==> src/rtl/fetch_sequencer_pkg.sv <==
// ============================================================================
//  Module   : cpu_pkg
//  Purpose  : Phase encodings and opcode constants shared by the sequencer
//             and main control.
//  Revision : 1.0
// ============================================================================
`default_nettype none

package cpu_pkg;

    typedef enum logic [1:0] {
        ST_FETCH  = 2'd0,
        ST_DECODE = 2'd1,
        ST_EXEC   = 2'd2,
        ST_WB     = 2'd3
    } state_e;

    localparam logic [6:0] OP_R      = 7'b0110011;
    localparam logic [6:0] OP_LOAD   = 7'b0000011;
    localparam logic [6:0] OP_STORE  = 7'b0100011;
    localparam logic [6:0] OP_BRANCH = 7'b1100011;
    localparam logic [6:0] OP_IMM    = 7'b0010011;

endpackage

`default_nettype wire

==> src/rtl/fetch_sequencer_if.sv <==
// ============================================================================
//  Module   : fetch_sequencer_if
//  Purpose  : Instruction-memory req/valid handshake bundle.
//  Revision : 1.0
// ============================================================================
`default_nettype none

interface fetch_sequencer_if #(
    parameter int XLEN = 32
) ();

    logic            req;
    logic [XLEN-1:0] addr;
    logic [XLEN-1:0] rdata;
    logic            valid;

    modport master (
        output req,
        output addr,
        input  rdata,
        input  valid
    );

    modport slave (
        input  req,
        input  addr,
        output rdata,
        output valid
    );

endinterface

`default_nettype wire

==> src/rtl/fetch_sequencer_pc_next.sv <==
// ============================================================================
//  Module   : fetch_sequencer_pc_next
//  Purpose  : Next-PC selection: taken branch target or sequential step.
//  Revision : 1.0
// ============================================================================
`default_nettype none

module fetch_sequencer_pc_next
    import cpu_pkg::*;
#(
    parameter int XLEN    = 32,
    parameter int PC_STEP = 4
) (
    input  wire logic [XLEN-1:0] pc_i,
    input  wire logic            take_branch_i,
    input  wire logic [XLEN-1:0] branch_offset_i,
    output logic      [XLEN-1:0] pc_next_o
);

    // Sums wrap modulo 2^XLEN; misaligned targets pass through untouched.
    assign pc_next_o = take_branch_i ? (pc_i + branch_offset_i)
                                     : (pc_i + XLEN'(PC_STEP));

endmodule

`default_nettype wire

==> src/rtl/fetch_sequencer.sv <==
// ============================================================================
//  Module   : fetch_sequencer
//  Purpose  : Multi-cycle FETCH/DECODE/EXECUTE/WRITEBACK phase sequencer
//             owning the PC and instruction register.
//  Revision : 1.0
// ============================================================================
`default_nettype none

module fetch_sequencer
    import cpu_pkg::*;
#(
    parameter int              XLEN     = 32,
    parameter logic [XLEN-1:0] RESET_PC = 32'h0000_0000,
    parameter int              PC_STEP  = 4
) (
    input  wire logic            clk,
    input  wire logic            reset,
    input  wire logic            run,
    fetch_sequencer_if.master    imem,
    output logic      [1:0]      state,
    output logic      [6:0]      instruction,
    output logic      [XLEN-1:0] ir,
    output logic      [XLEN-1:0] pc,
    input  wire logic            branch,
    input  wire logic            zero,
    input  wire logic [XLEN-1:0] branch_offset,
    output logic                 retired,
    output logic                 halted
);

    state_e          state_q, state_d;
    logic            req_q, req_d;
    logic [XLEN-1:0] ir_q, ir_d;
    logic [XLEN-1:0] pc_q, pc_d;
    logic [XLEN-1:0] pc_nxt;

    fetch_sequencer_pc_next #(
        .XLEN    (XLEN),
        .PC_STEP (PC_STEP)
    ) u_pc_next (
        .pc_i            (pc_q),
        .take_branch_i   (branch & zero),
        .branch_offset_i (branch_offset),
        .pc_next_o       (pc_nxt)
    );

    always_comb begin
        state_d = state_q;
        req_d   = req_q;
        ir_d    = ir_q;
        pc_d    = pc_q;
        case (state_q)
            ST_FETCH: begin
                // A pending request is held until valid even if run drops;
                // valid with no pending request is ignored.
                if (req_q) begin
                    if (imem.valid) begin
                        ir_d    = imem.rdata;
                        req_d   = 1'b0;
                        state_d = ST_DECODE;
                    end
                end else begin
                    req_d = run;
                end
            end
            ST_DECODE: state_d = ST_EXEC;
            ST_EXEC:   state_d = ST_WB;
            ST_WB: begin
                pc_d    = pc_nxt;
                req_d   = run;
                state_d = ST_FETCH;
            end
            default:   state_d = ST_FETCH;
        endcase
    end

    always_ff @(posedge clk) begin
        if (reset) begin
            state_q <= ST_FETCH;
            req_q   <= 1'b0;
            ir_q    <= '0;
            pc_q    <= RESET_PC;
        end else begin
            state_q <= state_d;
            req_q   <= req_d;
            ir_q    <= ir_d;
            pc_q    <= pc_d;
        end
    end

    assign imem.req    = req_q;
    assign imem.addr   = pc_q;
    assign state       = state_q;
    assign instruction = ir_q[6:0];
    assign ir          = ir_q;
    assign pc          = pc_q;
    assign retired     = (state_q == ST_WB);
    assign halted      = (state_q == ST_FETCH) && !req_q && !run && !reset;

endmodule

`default_nettype wire
==> src/flat_wrapper.sv <==
// flat-port wrapper written by rule: the top's interface ports become plain ports
module fetch_sequencer_flat import cpu_pkg::*;
#(
    parameter int              XLEN     = 32,
    parameter logic [XLEN-1:0] RESET_PC = 32'h0000_0000,
    parameter int              PC_STEP  = 4
)
  (clk, reset, run, state, instruction, ir, pc, branch, zero, branch_offset, retired, halted, imem_req, imem_addr, imem_rdata, imem_valid);
  fetch_sequencer_if #(.XLEN(XLEN)) imem_i ();
  input  wire logic clk;
  input  wire logic reset;
  input  wire logic run;
  output logic      [1:0] state;
  output logic      [6:0] instruction;
  output logic      [XLEN-1:0] ir;
  output logic      [XLEN-1:0] pc;
  input  wire logic branch;
  input  wire logic zero;
  input  wire logic [XLEN-1:0] branch_offset;
  output logic retired;
  output logic halted;
  output wire logic [$bits(imem_i.req)-1:0] imem_req;
  output wire logic [$bits(imem_i.addr)-1:0] imem_addr;
  input wire logic [$bits(imem_i.rdata)-1:0] imem_rdata;
  input wire logic [$bits(imem_i.valid)-1:0] imem_valid;
  assign imem_req = imem_i.req;
  assign imem_addr = imem_i.addr;
  assign imem_i.rdata = imem_rdata;
  assign imem_i.valid = imem_valid;
  fetch_sequencer #(.XLEN(XLEN), .RESET_PC(RESET_PC), .PC_STEP(PC_STEP)) u_core (.clk(clk), .reset(reset), .run(run), .imem(imem_i), .state(state), .instruction(instruction), .ir(ir), .pc(pc), .branch(branch), .zero(zero), .branch_offset(branch_offset), .retired(retired), .halted(halted));
endmodule
==> config.mk <==
export PLATFORM = sky130hd
export DESIGN_NAME = fetch_sequencer_flat
export DESIGN_NICKNAME = d
export VERILOG_FILES = /design/src/rtl/fetch_sequencer_pkg.sv /design/src/rtl/fetch_sequencer_if.sv /design/src/rtl/fetch_sequencer_pc_next.sv /design/src/rtl/fetch_sequencer.sv /design/src/flat_wrapper.sv
export SDC_FILE = /design/constraint.sdc
export NUM_CORES = 1
export LEC_CHECK = 0
export BUFFER_PORTS_ARGS = -buffer_cell sky130_fd_sc_hd__buf_2
export CORE_MARGIN = 4
export CORE_UTILIZATION = 56
export CTS_BUF_LIST = sky130_fd_sc_hd__clkbuf_8
export CTS_CLUSTER_DIAMETER = 60
export CTS_CLUSTER_SIZE = 24
export DETAILED_ROUTE_END_ITERATION = 12
export PLACE_DENSITY = 0.84
export SYNTH_ARGS = -nofsm -noshare
export SYNTH_HDL_FRONTEND = slang
export SYNTH_SLANG_ARGS = --single-unit
export TNS_END_PERCENT = 10
==> constraint.sdc <==
create_clock -name clk -period 5 [get_ports clk]
set_clock_uncertainty 0.05 [all_clocks]
set_input_delay 0.25 -clock clk [delete_from_list [all_inputs] [get_ports clk]]
set_output_delay 0.25 -clock clk [all_outputs]
set_load 0.005 [all_outputs]
# --- Word-level counts from Yosys, hierarchy flattened ---
# Index checks and enable logic that the tools add are counted.
word_totals:
  input_bits: 70
  output_inout_bits: 108
  regBits: 67
classes:
  eq_ne: 5
  addsub: 2
  muxes: 7
  n_reduce_logical: 10
  bitwise: 1
op_table:
  columns: ["operator", "count"]
  rows:
  - ["32-bit by 3-bit adder with 32-bit output (second input constant)", 1]
  - ["32-bit adder", 1]
  - ["32-bit 2-to-1 mux", 1]
  - ["2-bit one-hot mux with 4 select lines", 1]
  - ["2-bit equality test (second input constant)", 2]
  - ["2-bit 2-to-1 mux", 2]
  - ["1-bit logical AND", 3]
  - ["1-bit zero test", 3]
  - ["3-bit AND reduction", 1]
  - ["2-bit by 1-bit equality test with 1-bit output (second input constant)", 1]
  - ["2-bit zero test", 1]
  - ["1-bit 2-to-1 mux", 2]
  - ["2-bit by 1-bit != test with 1-bit output (second input constant)", 1]
  - ["2-bit != test (second input constant)", 1]
  - ["1-bit one-hot mux with 2 select lines", 1]
  - ["2-bit AND reduction", 1]
  - ["2-bit nonzero test", 1]
  - ["1-bit AND", 1]

# --- Depth between registers and ports, before layout ---
logic_depth:
  ltp_word: 4
  depth_mapped: 12
  ltp_nobuf: 12

# --- By module ---
# Synthesis repeated with hierarchy kept, for this count alone.
hier_totals:
  cells_unflattened: 679
  hier_area_um2: 5585.4
by_module_without_submodules:
  columns: ["module", "cells_per_inst", "instances", "area_each_um2"]
  rows:
  - ["fetch_sequencer", 307, 1, 3124.2]
  - ["fetch_sequencer_pc_next", 372, 1, 2461.1]

# --- Worst setup path before layout ---
# OpenSTA, ideal clock, no wires.
synth_timing:
  path_type: "flip-flop to flip-flop"
  start: "register u_core.pc_q[0], in the netlist u_core.imem.addr[0]"
  end: "register u_core.pc_q[22], in the netlist u_core.imem.addr[22]"
  required_ns: 4.835
  arrival_time_ns: 2.595
  slack_ns: 2.240
  stages_incl_launch_ff: 13
  n_path_buf: 0
  path_cell_list: "dfxtp_1 > ha_1 > inv_1 > fa_1 > nor2b_1 > o2111ai_1 > a211o_1 > a31oi_1 > nor2_1 > o21ai_1 > o21ai_1 > xor2_1 > a2111oi_0"
synth_via:
  elab_chain_cells: 2
  word_cells_on_any_way: 3
  cone_classes: "2 x add/sub; 1 x mux"
synth_lines:
  columns: ["item", "line_no", "text"]
  rows:
  - ["start, declared", "fetch_sequencer.sv:34", "logic [XLEN-1:0] pc_q, pc_d;"]
  - ["start signal, assigned", "fetch_sequencer.sv:87", "pc_q <= pc_d;"]
  - ["32-bit by 3-bit adder with 32-bit output / 32-bit adder (equally long branches)", "fetch_sequencer_pc_next.sv:22, fetch_sequencer_pc_next.sv:21", null]
  - ["32-bit 2-to-1 mux (*)", "fetch_sequencer_pc_next.sv:21", "assign pc_next_o = take_branch_i ? (pc_i + branch_offset_i)"]
# Every way passes the cells marked *; elsewhere a longest branch is shown, timed or not.
# A chain may end at the register's enable or synchronous reset.

# --- Final worst setup path ---
# Ends and elaborated chain as after synthesis.

==> reports/metrics.cfg <==
[status]
outcome=complete, no violations

[drt]
ant_nets=0
wl_per_cell_um=15.82
drt-total-wl_um=14600
dr_total_vias=5482
post-route-drc-count=0
drtIter0Drc=288
drtPass1Iterations=5
via_per_inst=5.939

[logic_synthesis]
ys_ff_latch=67
ys_async_sr_fraction_pct=0
ys_seq_area_share_pct=26.83
syn-num-nets=798
ys.flop_type=dfxtp_1
ys_types=58
synth_edf_count=0
syn_area_um2=5000
ys_warn_count=0
netlist_instances=691
avgSynthCellArea_um2=7.236

[timing]
max_slew.worst_pin.slew_ns=1.110
maxSlewViolCount=0
finalHoldViolations=0
whs_ns=0.09231
fin_crit_sh_pct=63.46
tns_ns=0
finalSetupViolCount=0
clock.fmax_mhz=315.2
slew_headroom_pct=25.78
rsz0062_at_grt=no
period_needed_ns=3.173

[floorplanning]
num_rows=34
initial_utilization_pct=57.33
dieArea_um2=10500
top_level_ports=178
die_h_um=102.5
core-area_um2=8721
die_w_um=102.5

[clocking]
postCtsHoldBufs=0
cts_resized=0
postCtsSetupBuffers=0
cts_root_buffer=clkbuf_8
clk_latency_ns=0.34
clk_pin_slew_ns=0.08
cts_buffers=9
htree_levels=3
cts_buffer_depth=2
cts_tree=yes
numClockSinks=67

[layout]
antenna_cells=0
area_growth_pct=17.12
drive_gt1_share_pct=25.28
mostFrequentLayoutCells=buf_2, nand2_1, a21oi_1
final_cells=923
utilization_pct=67.14
nets=917
final_common_cell=buf_2

[placed_design]
dp.cells=907
port-buffer-count=177
globalplace.congestion=0.9589
dp_hpwl_um=10710

[global_route]
top_usage_layer=met2
gr-total-overflow=0
grt_first_pass_wirelength_um=23200
grt_use_met2_pct=45.23
grtUsageMet3_pct=4.533
grtUsageMet1_pct=35.00
grt_pass1_vias=5066
grt_max_degree=75
grtUsageTotal_pct=27.03
antenna_found_initial=1

[critical_path]
critPathMostFrequentCell=o21ai_1
criticalPathCategory=flop to flop
crit_slowest_cell=fa_1
crit_chain=ha_1 > inv_1 > fa_1 > nor2b_1 > o2111ai_1 > a211o_1 > a31oi_1 > nor2_1 > o21ai_1 > o21ai_1 > xor2_1 > a2111oi_0
cp.arrival_ns=3.36
crit_path_start_kind=flop
cp_max_fo=4
crit_path_end_kind=flop
crit_path_max_incr_delay_ns=0.41
worst_ep_required_time_ns=5.18
r2r_slack_ns=1.83

[pwr]
vdd_ir_drop_max_v=0.0001259
powerDensity_nw_per_um2=243.0
p_leak_nw=2.741
finalPower_mw=1.423

[hold_path]
worstHoldPathType=input port to flop

[job]
maxCapViolations=0

## metrics by stage
step / setup slack [ns] / area (µm²)
floorplan: 2.240 / 5000
global placement: 2.032 / 5629
detailed placement: 1.885 / 5629
CTS: 1.811 / 5856
global route: 1.550 / 5856
finish: 1.827 / 5856
## synthesized netlist by cell type, types with 6 or more instances
master	n	area share (%)
nand2_1	133	10
a21oi_1	90	9.0
dfxtp_1	67	27
o21ai_0	44	4.4
buf_4	39	5.9
ha_1	36	9.0
nor2_1	36	2.7
clkbuf_1	32	2.4
nand3_1	24	2.4
nor3_1	19	1.9
a211oi_1	13	2.0
inv_1	12	0.90
xnor2_1	11	1.9
nor4_1	10	1.3
a21o_1	9	1.4
nand2b_1	8	1.0
xor2_1	8	1.4
and3_1	6	0.75
nand4_1	6	0.75
or3_1	6	0.75
## report_power, final
part,switching [mW],internal [mW]
Sequential,0.0301,0.571
Combinational,0.179,0.127
Clock,0.222,0.294
Total,0.431,0.992
## sequential cells by signal (all words and copies together) (netlist names)
name and count:
u_core.ir 32, u_core.imem.req 1, u_core.state 2, u_core.imem.addr 32
## area by class of cell
| type | instances | area (µm²) |
|---|---|---|
| multi-input combinational | 539 | 3192 |
| fill | 753 | 2865 |
| sequential | 67 | 1341 |
| timing repair buffer | 181 | 915.9 |
| clock buffer | 10 | 137.6 |
| tap | 108 | 135.1 |
| clock inverter | 6 | 88.84 |
| inverter | 12 | 45.04 |
## critical path: cells and delay by family, from the launching register on
family	cells	cell delay [ns]
AOI/OAI and AO/OA	6	1.46
adders and majority gates	2	0.63
DFF	1	0.38
and+or+nand+nor	2	0.32
xor gates and xnor gates	1	0.14
buffers and inverters	1	0.08
## final timing paths
check,startpoint,endpoint,cells past startpoint
setup / recovery,u_core.imem.addr[0]$_SDFFE_PP0P_,u_core.imem.addr[22]$_SDFFE_PP0P_,12
hold / removal,imem_rdata[19],u_core.ir[19]$_SDFFE_PP0P_,3
setup reg to reg,u_core.imem.addr[0]$_SDFFE_PP0P_,u_core.imem.addr[22]$_SDFFE_PP0P_,12
hold reg to reg,u_core.ir[14]$_SDFFE_PP0P_,u_core.ir[14]$_SDFFE_PP0P_,2
## layer usage
layer / share of wire [%] / vias up
met1: 41 / 2497
met2: 46 / 278
met4: 2.1 / 2
met5: 0.082 / -
li1: - / 2672
met3: 9.9 / 33
## cells by family after synthesis
group,count (synthesis),synth area share [%]
AOI/OAI and AO/OA,208,25.02
adders and majority gates,37,9.409
muxes,2,0.4004
xor gates and xnor gates,19,3.328
and+or+nand+nor,273,25.68
buffers and inverters,85,9.334
DFF,67,26.83
(Power assumes the default switching activity.)
